## src/rtl/cmp_pkg.sv

```systemverilog
// Shared types and constants for the comparator hysteresis monitor.
package cmp_pkg;

  localparam int unsigned DB_W = 4;

  typedef enum logic [1:0] {
    BELOW   = 2'b00,
    ABOVE   = 2'b01,
    FALLING = 2'b10
  } state_t;

  localparam logic [2:0] GT = 3'b100;
  localparam logic [2:0] EQ = 3'b010;
  localparam logic [2:0] LT = 3'b001;

  function automatic logic is_onehot3(input logic [2:0] flags);
    return (flags == GT) || (flags == EQ) || (flags == LT);
  endfunction

endpackage

```

## src/rtl/cmp_sat_counter.sv

```systemverilog
// Saturating up-counter with synchronous clear; clear wins over increment.
module cmp_sat_counter #(
  parameter int unsigned W = 8
) (
  input  logic         clk,
  input  logic         rst,
  input  logic         clr,
  input  logic         inc,
  output logic [W-1:0] count
);

  always_ff @(posedge clk) begin
    if (rst || clr) begin
      count <= '0;
    end else if (inc && (count != {W{1'b1}})) begin
      count <= count + W'(1);
    end
  end

endmodule

```

## src/rtl/cmp_hysteresis_monitor.sv

```systemverilog
// Debounce + hysteresis on one-hot comparator flags, producing a stable alarm,
// rise/fall pulses, a saturating rise-event count and a sticky flag-integrity error.
module cmp_hysteresis_monitor
  import cmp_pkg::*;
#(
  parameter int unsigned DEBOUNCE = 4,
  parameter int unsigned CNT_W    = 8
) (
  input  logic             clk,
  input  logic             rst,
  input  logic             valid_in,
  input  logic             gt,
  input  logic             eq,
  input  logic             lt,
  input  logic             clr_count,
  output logic             alarm,
  output logic             alarm_rise,
  output logic             alarm_fall,
  output logic [CNT_W-1:0] event_count,
  output logic             err
);

  localparam logic [DB_W-1:0] DB_LIM = DB_W'(DEBOUNCE);

  state_t          state, state_nxt;
  logic [DB_W-1:0] cnt, cnt_nxt, cnt_inc;
  logic [2:0]      flags;
  logic            legal, bad;
  logic            rise_nxt, fall_nxt, alarm_nxt;

  assign flags   = {gt, eq, lt};
  assign legal   = valid_in & is_onehot3(flags);
  assign bad     = valid_in & ~is_onehot3(flags);
  assign cnt_inc = cnt + DB_W'(1);

  always_ff @(posedge clk) begin
    if (rst) begin
      state      <= BELOW;
      cnt        <= '0;
      alarm      <= 1'b0;
      alarm_rise <= 1'b0;
      alarm_fall <= 1'b0;
      err        <= 1'b0;
    end else begin
      state      <= state_nxt;
      cnt        <= cnt_nxt;
      alarm      <= alarm_nxt;
      alarm_rise <= rise_nxt;
      alarm_fall <= fall_nxt;
      err        <= err | bad;
    end
  end

  // BELOW with cnt>0 is the rising phase; eq clears progress in either direction.
  always_comb begin
    state_nxt = state;
    cnt_nxt   = cnt;
    rise_nxt  = 1'b0;
    fall_nxt  = 1'b0;
    case (state)
      BELOW: begin
        if (legal) begin
          if (flags == GT) begin
            if (cnt_inc >= DB_LIM) begin
              state_nxt = ABOVE;
              cnt_nxt   = '0;
              rise_nxt  = 1'b1;
            end else begin
              cnt_nxt = cnt_inc;
            end
          end else begin
            cnt_nxt = '0;
          end
        end
      end
      ABOVE: begin
        if (legal && (flags == LT)) begin
          if (DB_LIM == DB_W'(1)) begin
            state_nxt = BELOW;
            cnt_nxt   = '0;
            fall_nxt  = 1'b1;
          end else begin
            state_nxt = FALLING;
            cnt_nxt   = DB_W'(1);
          end
        end
      end
      FALLING: begin
        if (legal) begin
          if (flags == LT) begin
            if (cnt_inc >= DB_LIM) begin
              state_nxt = BELOW;
              cnt_nxt   = '0;
              fall_nxt  = 1'b1;
            end else begin
              cnt_nxt = cnt_inc;
            end
          end else begin
            state_nxt = ABOVE;
            cnt_nxt   = '0;
          end
        end
      end
      default: begin
        state_nxt = BELOW;
        cnt_nxt   = '0;
      end
    endcase
    alarm_nxt = (state_nxt == ABOVE) || (state_nxt == FALLING);
  end

  cmp_sat_counter #(
    .W(CNT_W)
  ) u_event_cnt (
    .clk  (clk),
    .rst  (rst),
    .clr  (clr_count),
    .inc  (rise_nxt),
    .count(event_count)
  );

endmodule
```

## config.mk

```make
export PLATFORM = sky130hd
export DESIGN_NAME = cmp_hysteresis_monitor
export DESIGN_NICKNAME = d
export VERILOG_FILES = /design/src/rtl/cmp_pkg.sv /design/src/rtl/cmp_sat_counter.sv /design/src/rtl/cmp_hysteresis_monitor.sv
export SDC_FILE = /design/constraint.sdc
export NUM_CORES = 1
export LEC_CHECK = 0
export ABC_AREA = 1
export BUFFER_PORTS_ARGS = -buffer_cell sky130_fd_sc_hd__buf_4
export CAP_MARGIN = 20
export CORE_UTILIZATION = 55
export CTS_CLUSTER_SIZE = 16
export DETAILED_ROUTE_END_ITERATION = 7
export PLACE_DENSITY_LB_ADDON = 0.08
export SLEW_MARGIN = 15
export SYNTH_ARGS = -nofsm -noshare
export SYNTH_HDL_FRONTEND = slang
export SYNTH_HIERARCHICAL = 1
export SYNTH_SLANG_ARGS = --single-unit
```

## constraint.sdc

```tcl
create_clock -name clk -period 3.8 [get_ports clk]
set_input_delay 0.76 -clock clk [delete_from_list [all_inputs] [get_ports clk]]
set_output_delay 0.76 -clock clk [all_outputs]
set_load 0.05 [all_outputs]
```

==> results.py, run 1 <==
metrics = {
    "layout": {
        "diodes": 0,
        "final_cells": 207,
        "final_nets": 192,
        "area_growth_syn_to_layout_pct": 18.3,
        "drive_above_1_share_pct": 22.5,
        "fin_area_um2": 1240,
    },
    "clock_tree": {
        "cts_sinks": 18,
        "cts_root_buffer": "clkbuf_4",
        "clk_pin_slew_worst_paths_ns": 0.11,
        "worst_skew_pair.late_latency_ns": 0.30,
        "clock_path_buffers": 2,
        "htree_num_levels": 1,
        "postCtsResizedCells": 0,
        "cts_tree": "yes",
        "ctsHoldBuffers": 0,
        "postCtsSetupRepairBufs": 0,
        "cts_made_buffers": 3,
    },
    "power": {
        "cellLeakagePower_nw": 0.650,
        "power.density_nw_per_um2": 282,
        "ir_worst_vdd_mv": 0.233,
    },
    "synthesis": {
        "syn-instance-count": 161,
        "ys_ff_latch": 18,
        "yosysWarnings": 6,
        "synth.avg_cell_area_um2": 6.49,
        "synth_nets": 170,
        "ys_types": 20,
        "ys_seq_area_share_pct": 34.5,
        "synth_area_um2": 1040,
    },
    "floorplan": {
        "coreArea_um2": 1750,
        "rows": 15,
        "fp.dieH_um": 45.6,
        "start_util_pct": 59.9,
        "die_area_um2": 2080,
        "io_pins": 19,
        "fp.dieW_um": 45.6,
    },
    "detailed_routing": {
        "ant_nets": 0,
        "drt-met1-wl_um": 978,
        "wl_met2_um": 922,
        "wirelength_mm": 2.03,
        "vias": 1007,
        "vias_per_cell": 4.86,
        "drc": 0,
        "wire_per_inst_um": 9.79,
        "drtIter0Drc": 11,
        "firstDrtPassIters": 4,
        "top_layer_used": "met4",
        "wl_met3_um": 92,
    },
    "timing": {
        "worst_slack_ns": 1.86,
        "final_max_slew_viol_count": 0,
        "worst_pin_slew_ns": 0.255,
        "setup_viol": 0,
        "finalHoldViolations": 0,
        "max_slew_margin_pct": 82.9,
        "fmax_mhz": 514,
        "setup_tns_ns": 0,
        "rsz0062_at_grt": "no",
        "finClkSkew_ns": 0.00974,
        "min_period_ns": 1.94,
        "post-route-period-util_pct": 51.2,
    },
    "global_routing": {
        "grt_max_degree": 12,
        "grt_use_total_pct": 21.6,
        "grt_pass1_vias": 810,
        "grt_pass1_wl_mm": 3.26,
        "antenna_found_initial": 0,
        "overflow": 0,
    },
    "placement": {
        "detailed_place.area_um2": 1200,
        "dpl.cell_count": 203,
        "routabilityCongestion": 0.899,
        "port_buffers": 18,
        "place_ws_ns": 1.55,
        "dp_hpwl_mm": 1.60,
    },
    "setup_path": {
        "critical_path_class": "input port to flop",
        "crit_path_start_kind": "input port",
        "rr_worst_depth": 12,
        "critPathRequiredTime_ns": 3.99,
        "timing.rr.start": "cnt[0]",
        "r2r_setup_slack_ns": 1.92,
        "cp_slowest_cell": "nor3_1",
        "crit_top_cell": "nand2_1",
        "r2r-end": "u_event_cnt/count[4]",
        "cp_num_buf_inv": 2,
        "path_cells": "buf_4, nor2_1, nand2_1, nor3_1, nand2_1, inv_1, nand2_1, nor3_1, nand3_1, nand2_1, nor2_1",
        "worstPathMaxFanout": 6,
        "critPathCaptureType": "flop",
        "crit_family": "simple AND/OR/NAND/NOR gates",
        "worstPathArrival_ns": 2.14,
        "max_stage_delay_ns": 0.22,
    },
    "min_path": {
        "hold_class": "flop to flop",
        "min-delay-start": "err",
        "hold_path_end": "err",
        "min_path_cells": 2,
    },
    "flow_run": {
        "max-cap-violations": 0,
    },
    "status": {
        "status": "complete, no violations",
    },
}
## metrics by stage
step / utilization (%) / power [W] / hold slack (ns)
3_5_place_dp: 68.7 / 0.000234 / 0.475
6_report: 70.8 / 0.000349 / 0.491
3_3_place_gp: 68.7 / 0.000233 / 0.453
2_1_floorplan: - / 0.000220 / 0.467
4_1_cts: 70.8 / 0.000355 / 0.502
5_1_grt: 70.8 / 0.000367 / 0.541
## cell usage after synthesis
cell type / instances / share of area (%)
a21oi_1: 6 / 2.9
a31oi_1: 1 / 0.60
buf_6: 1 / 1.1
clkinv_1: 1 / 0.36
dfxtp_1: 18 / 34
ha_1: 2 / 2.4
inv_1: 22 / 7.9
inv_2: 5 / 1.8
nand2_1: 45 / 16
nand2_2: 1 / 0.60
nand2_4: 3 / 3.2
nand3_1: 12 / 5.7
nand3_2: 3 / 2.9
nand3b_2: 1 / 1.1
nand4_1: 4 / 2.4
nor2_1: 25 / 9.0
nor2_2: 5 / 3.0
nor2_8: 1 / 1.9
nor3_1: 4 / 1.9
nor4_1: 1 / 0.60
## registers in the layout (all words and copies together) (netlist names)
name / cells
alarm: 1
err: 1
alarm_fall: 1
state: 2
cnt: 4
alarm_rise: 1
u_event_cnt/count: 8
## report_power, final
| part | internal [W] | switching (W) | total [W] |
|---|---|---|---|
| Combinational | 0.0000136 | 0.0000227 | 0.0000362 |
| Sequential | 0.000191 | 0.00000243 | 0.000193 |
| Clock | 0.0000584 | 0.0000609 | 0.000119 |
| Total | 0.000263 | 0.0000860 | 0.000349 |
## routing by layer
layer,track usage (%),up-vias
li1,-,541
met2,34.9,27
met5,0,-
met4,9.09,0
met1,29.0,435
met3,2.38,4
## worst max path at each step
stage,depth (start not counted),end,start,slack (ns)
CTS,11,u_event_cnt/count[4],eq,1.86
detailed placement,11,u_event_cnt/count[4],eq,1.55
global route,11,u_event_cnt/count[4],eq,1.68
floorplan,12,u_event_cnt/count[5],eq,1.84
global placement,11,u_event_cnt/count[4],eq,1.66
finish,11,u_event_cnt/count[4],eq,1.86
## tightest hold or removal path, delay by kind of cell, from the launching register on
family / cells / cell delay, ns
AND/OR/NAND/NOR: 2 / 0.12
flip-flops: 1 / 0.34
## final cells by class
type                            instances  area [um2]
Multi-Input combinational cell        114         568
Fill cell                             152         509
Sequential cell                        18         360
Timing Repair Buffer                   18         135
Inverter                               28         105
Clock buffer                            4        36.3
Tap cell                               25        31.3
## layout by cell type (no fill, tap or decap), drive strengths merged
cell and n:
nand3b 1, a21oi 6, nor2 31, ha 2, nor3 4, nand4 4
dfxtp 18, clkbuf 4, buf 18, a31oi 1, nand2 49, inv 27
clkinv 1, nor4 1, nand3 15
## logic make-up after synthesis
family,share of synthesized area (%)
and+or+nand+nor,48.5
buffers and inverters,11.1
adders and majority gates,2.39
DFF,34.5
AOI/OAI and AO/OA,3.47
(Power assumes the default switching activity.)
==> run 2: changes to the inputs <==
Settings changed: CORE_UTILIZATION 55 to 48.
Clock period 3.8 ns to 1.6 ns, I/O delays scaled along.
==> run 2 against run 1 <==
- routed wire length rose by 2.7%
- critical path depth increased by 3
- die area increased by 14%
- final cell count rose by 7.2%
- setup slack got worse by 1.8 ns
- sequential power increased by 140%
- flip-flop and latch count unchanged
- design area grew 11%
==> results.py, run 2 (synthesized netlist as in run 1, its figures left out) <==
metrics = {
    "layout": {
        "n_fill_cell": 189,
        "final_nets": 205,
        "register_area_um2": 365,
        "final_cell_mix": "nand2_1, buf_4, nor2_1",
        "diodes": 0,
        "multiInputGateArea_um2": 593,
        "area_growth_syn_to_layout_pct": 30.8,
        "drive_above_1_share_pct": 34.4,
        "layout_commonest_cell": "nand2_1",
        "largest_registers": "u_event_cnt/count x8, cnt x4, state x2",
        "largest_reg_flops": 8,
        "top_register": "u_event_cnt/count",
    },
    "timing": {
        "fmax_mhz": 667,
        "min_period_ns": 1.50,
        "final_max_slew_viol_count": 0,
        "setup_viol": 0,
        "post-route-period-util_pct": 93.7,
        "max_slew_margin_pct": 83.9,
        "finalHoldViolations": 0,
        "finClkSkew_ns": 0.00420,
        "worst_pin_slew_ns": 0.241,
        "rsz0062_at_grt": "yes",
        "holdWs_ns": 0.282,
    },
    "global_routing": {
        "grt_use_total_pct": 18.8,
        "grtUsageMet3_pct": 2.83,
        "grtUsageMet1_pct": 26.1,
        "busiest_layer": "met2",
        "antenna_found_initial": 0,
        "grt_use_met2_pct": 30.6,
        "grt_max_degree": 12,
        "grt_pass1_vias": 906,
        "grt_pass1_wl_mm": 3.57,
        "overflow": 0,
    },
    "setup_path": {
        "cp_slowest_cell": "dfxtp_2",
        "max_stage_delay_ns": 0.34,
        "worstPathMaxFanout": 3,
        "crit_path_start_kind": "flop",
        "path_cells": "ha_2, inv_1, nand2_1, nand2_2, nand3_2, nand2_2, inv_2, nand2_1, inv_1, nand2_1, nor2_1, nand3_2, nand2_1, nor2_1",
        "critPathRequiredTime_ns": 1.79,
        "critical_path_class": "flop to flop",
        "crit_top_cell": "nand2_1",
        "critPathCaptureType": "flop",
        "worstPathArrival_ns": 1.69,
    },
    "power": {
        "finalPower_w": 0.000837,
        "ir_worst_vdd_mv": 0.457,
        "power.density_nw_per_um2": 613,
        "cellLeakagePower_nw": 0.716,
    },
    "detailed_routing": {
        "vias_per_cell": 4.75,
        "wirelength_mm": 2.08,
        "firstDrtPassIters": 4,
        "vias": 1055,
        "wire_per_inst_um": 9.38,
        "ant_nets": 0,
        "drtIter0Drc": 15,
        "drc": 0,
    },
    "clock_tree": {
        "htree_num_levels": 1,
        "clock_path_buffers": 2,
        "cts_root_buffer": "clkbuf_4",
        "cts_made_buffers": 3,
        "worst_skew_pair.late_latency_ns": 0.29,
        "cts_sinks": 18,
        "clk_pin_slew_worst_paths_ns": 0.10,
        "cts_tree": "yes",
        "ctsHoldBuffers": 0,
    },
    "floorplan": {
        "io_pins": 19,
        "fp.dieH_um": 48.7,
        "start_util_pct": 52.2,
        "fp.dieW_um": 48.7,
        "die_area_um2": 2370,
        "coreArea_um2": 2000,
        "rows": 16,
    },
    "placement": {
        "routabilityCongestion": 0.752,
        "dp_hpwl_mm": 1.64,
        "port_buffers": 18,
    },
    "min_path": {
        "hold_class": "input port to flop",
    },
    "status": {
        "status": "complete, no violations",
    },
    "flow_run": {
        "max-cap-violations": 0,
    },
}
run 2: routing by layer:
metal,routed length [um],up-vias
met4,9,0
met5,0,-
li1,-,567
met3,73,2
met1,1100,466
met2,903,20
run 2: power breakdown:
part | leakage, nW | internal, W | switching, W | total [W]
registers | 0.147 | 0.000454 | 0.00000301 | 0.000457
clock network | 0.0210 | 0.000138 | 0.000137 | 0.000275
logic | 0.548 | 0.0000442 | 0.0000610 | 0.000105
total | 0.716 | 0.000637 | 0.000201 | 0.000837
run 2: worst paths after layout:
check / from / to / slack, ns / depth (start not counted)
worst max-delay path: cnt[0] / u_event_cnt/count[5] / 0.10 / 14
worst min-delay path: rst / alarm_rise / 0.28 / 2
worst max register to register: cnt[0] / u_event_cnt/count[5] / 0.10 / 14
worst min register to register: err / err / 0.49 / 2
run 2: what timing repair did:
item,CTS,global route
resized for setup,0,10
endpoints found under the hold margin,0,0
setup buffers,0,2
endpoints found under the setup margin,0,5
run 2: layout make-up:
cell class / count / share of cell area (%)
repair buffers: 31 / 17.0
flip-flops and latches: 18 / 26.7
multi-input cells: 114 / 43.4
well taps: 27 / 2.47
inverters: 28 / 7.69
clock buffers: 4 / 2.66
run 2: through the flow:
stage | util [%] | worst slack, ns | TNS (ns) | std cells | area [um2]
CTS | 66.1 | 0.0464 | 0 | 220 | 1320
global route | 68.3 | -0.0146 | -0.0315 | 222 | 1370
detailed placement | 64.3 | -0.0711 | -0.210 | 216 | 1290
finish | 68.3 | 0.100 | 0 | 222 | 1370
global placement | 64.3 | -0.0202 | -0.0360 | 216 | 1290
floorplan | - | 0.0138 | 0 | 161 | 1050
run 2: critical path, delay by kind of cell, from the launching register on:
family	cells	cell delay [ns]
adders and majority gates	1	0.17
buffers and inverters	3	0.16
DFF	1	0.34
and+or+nand+nor	10	0.73
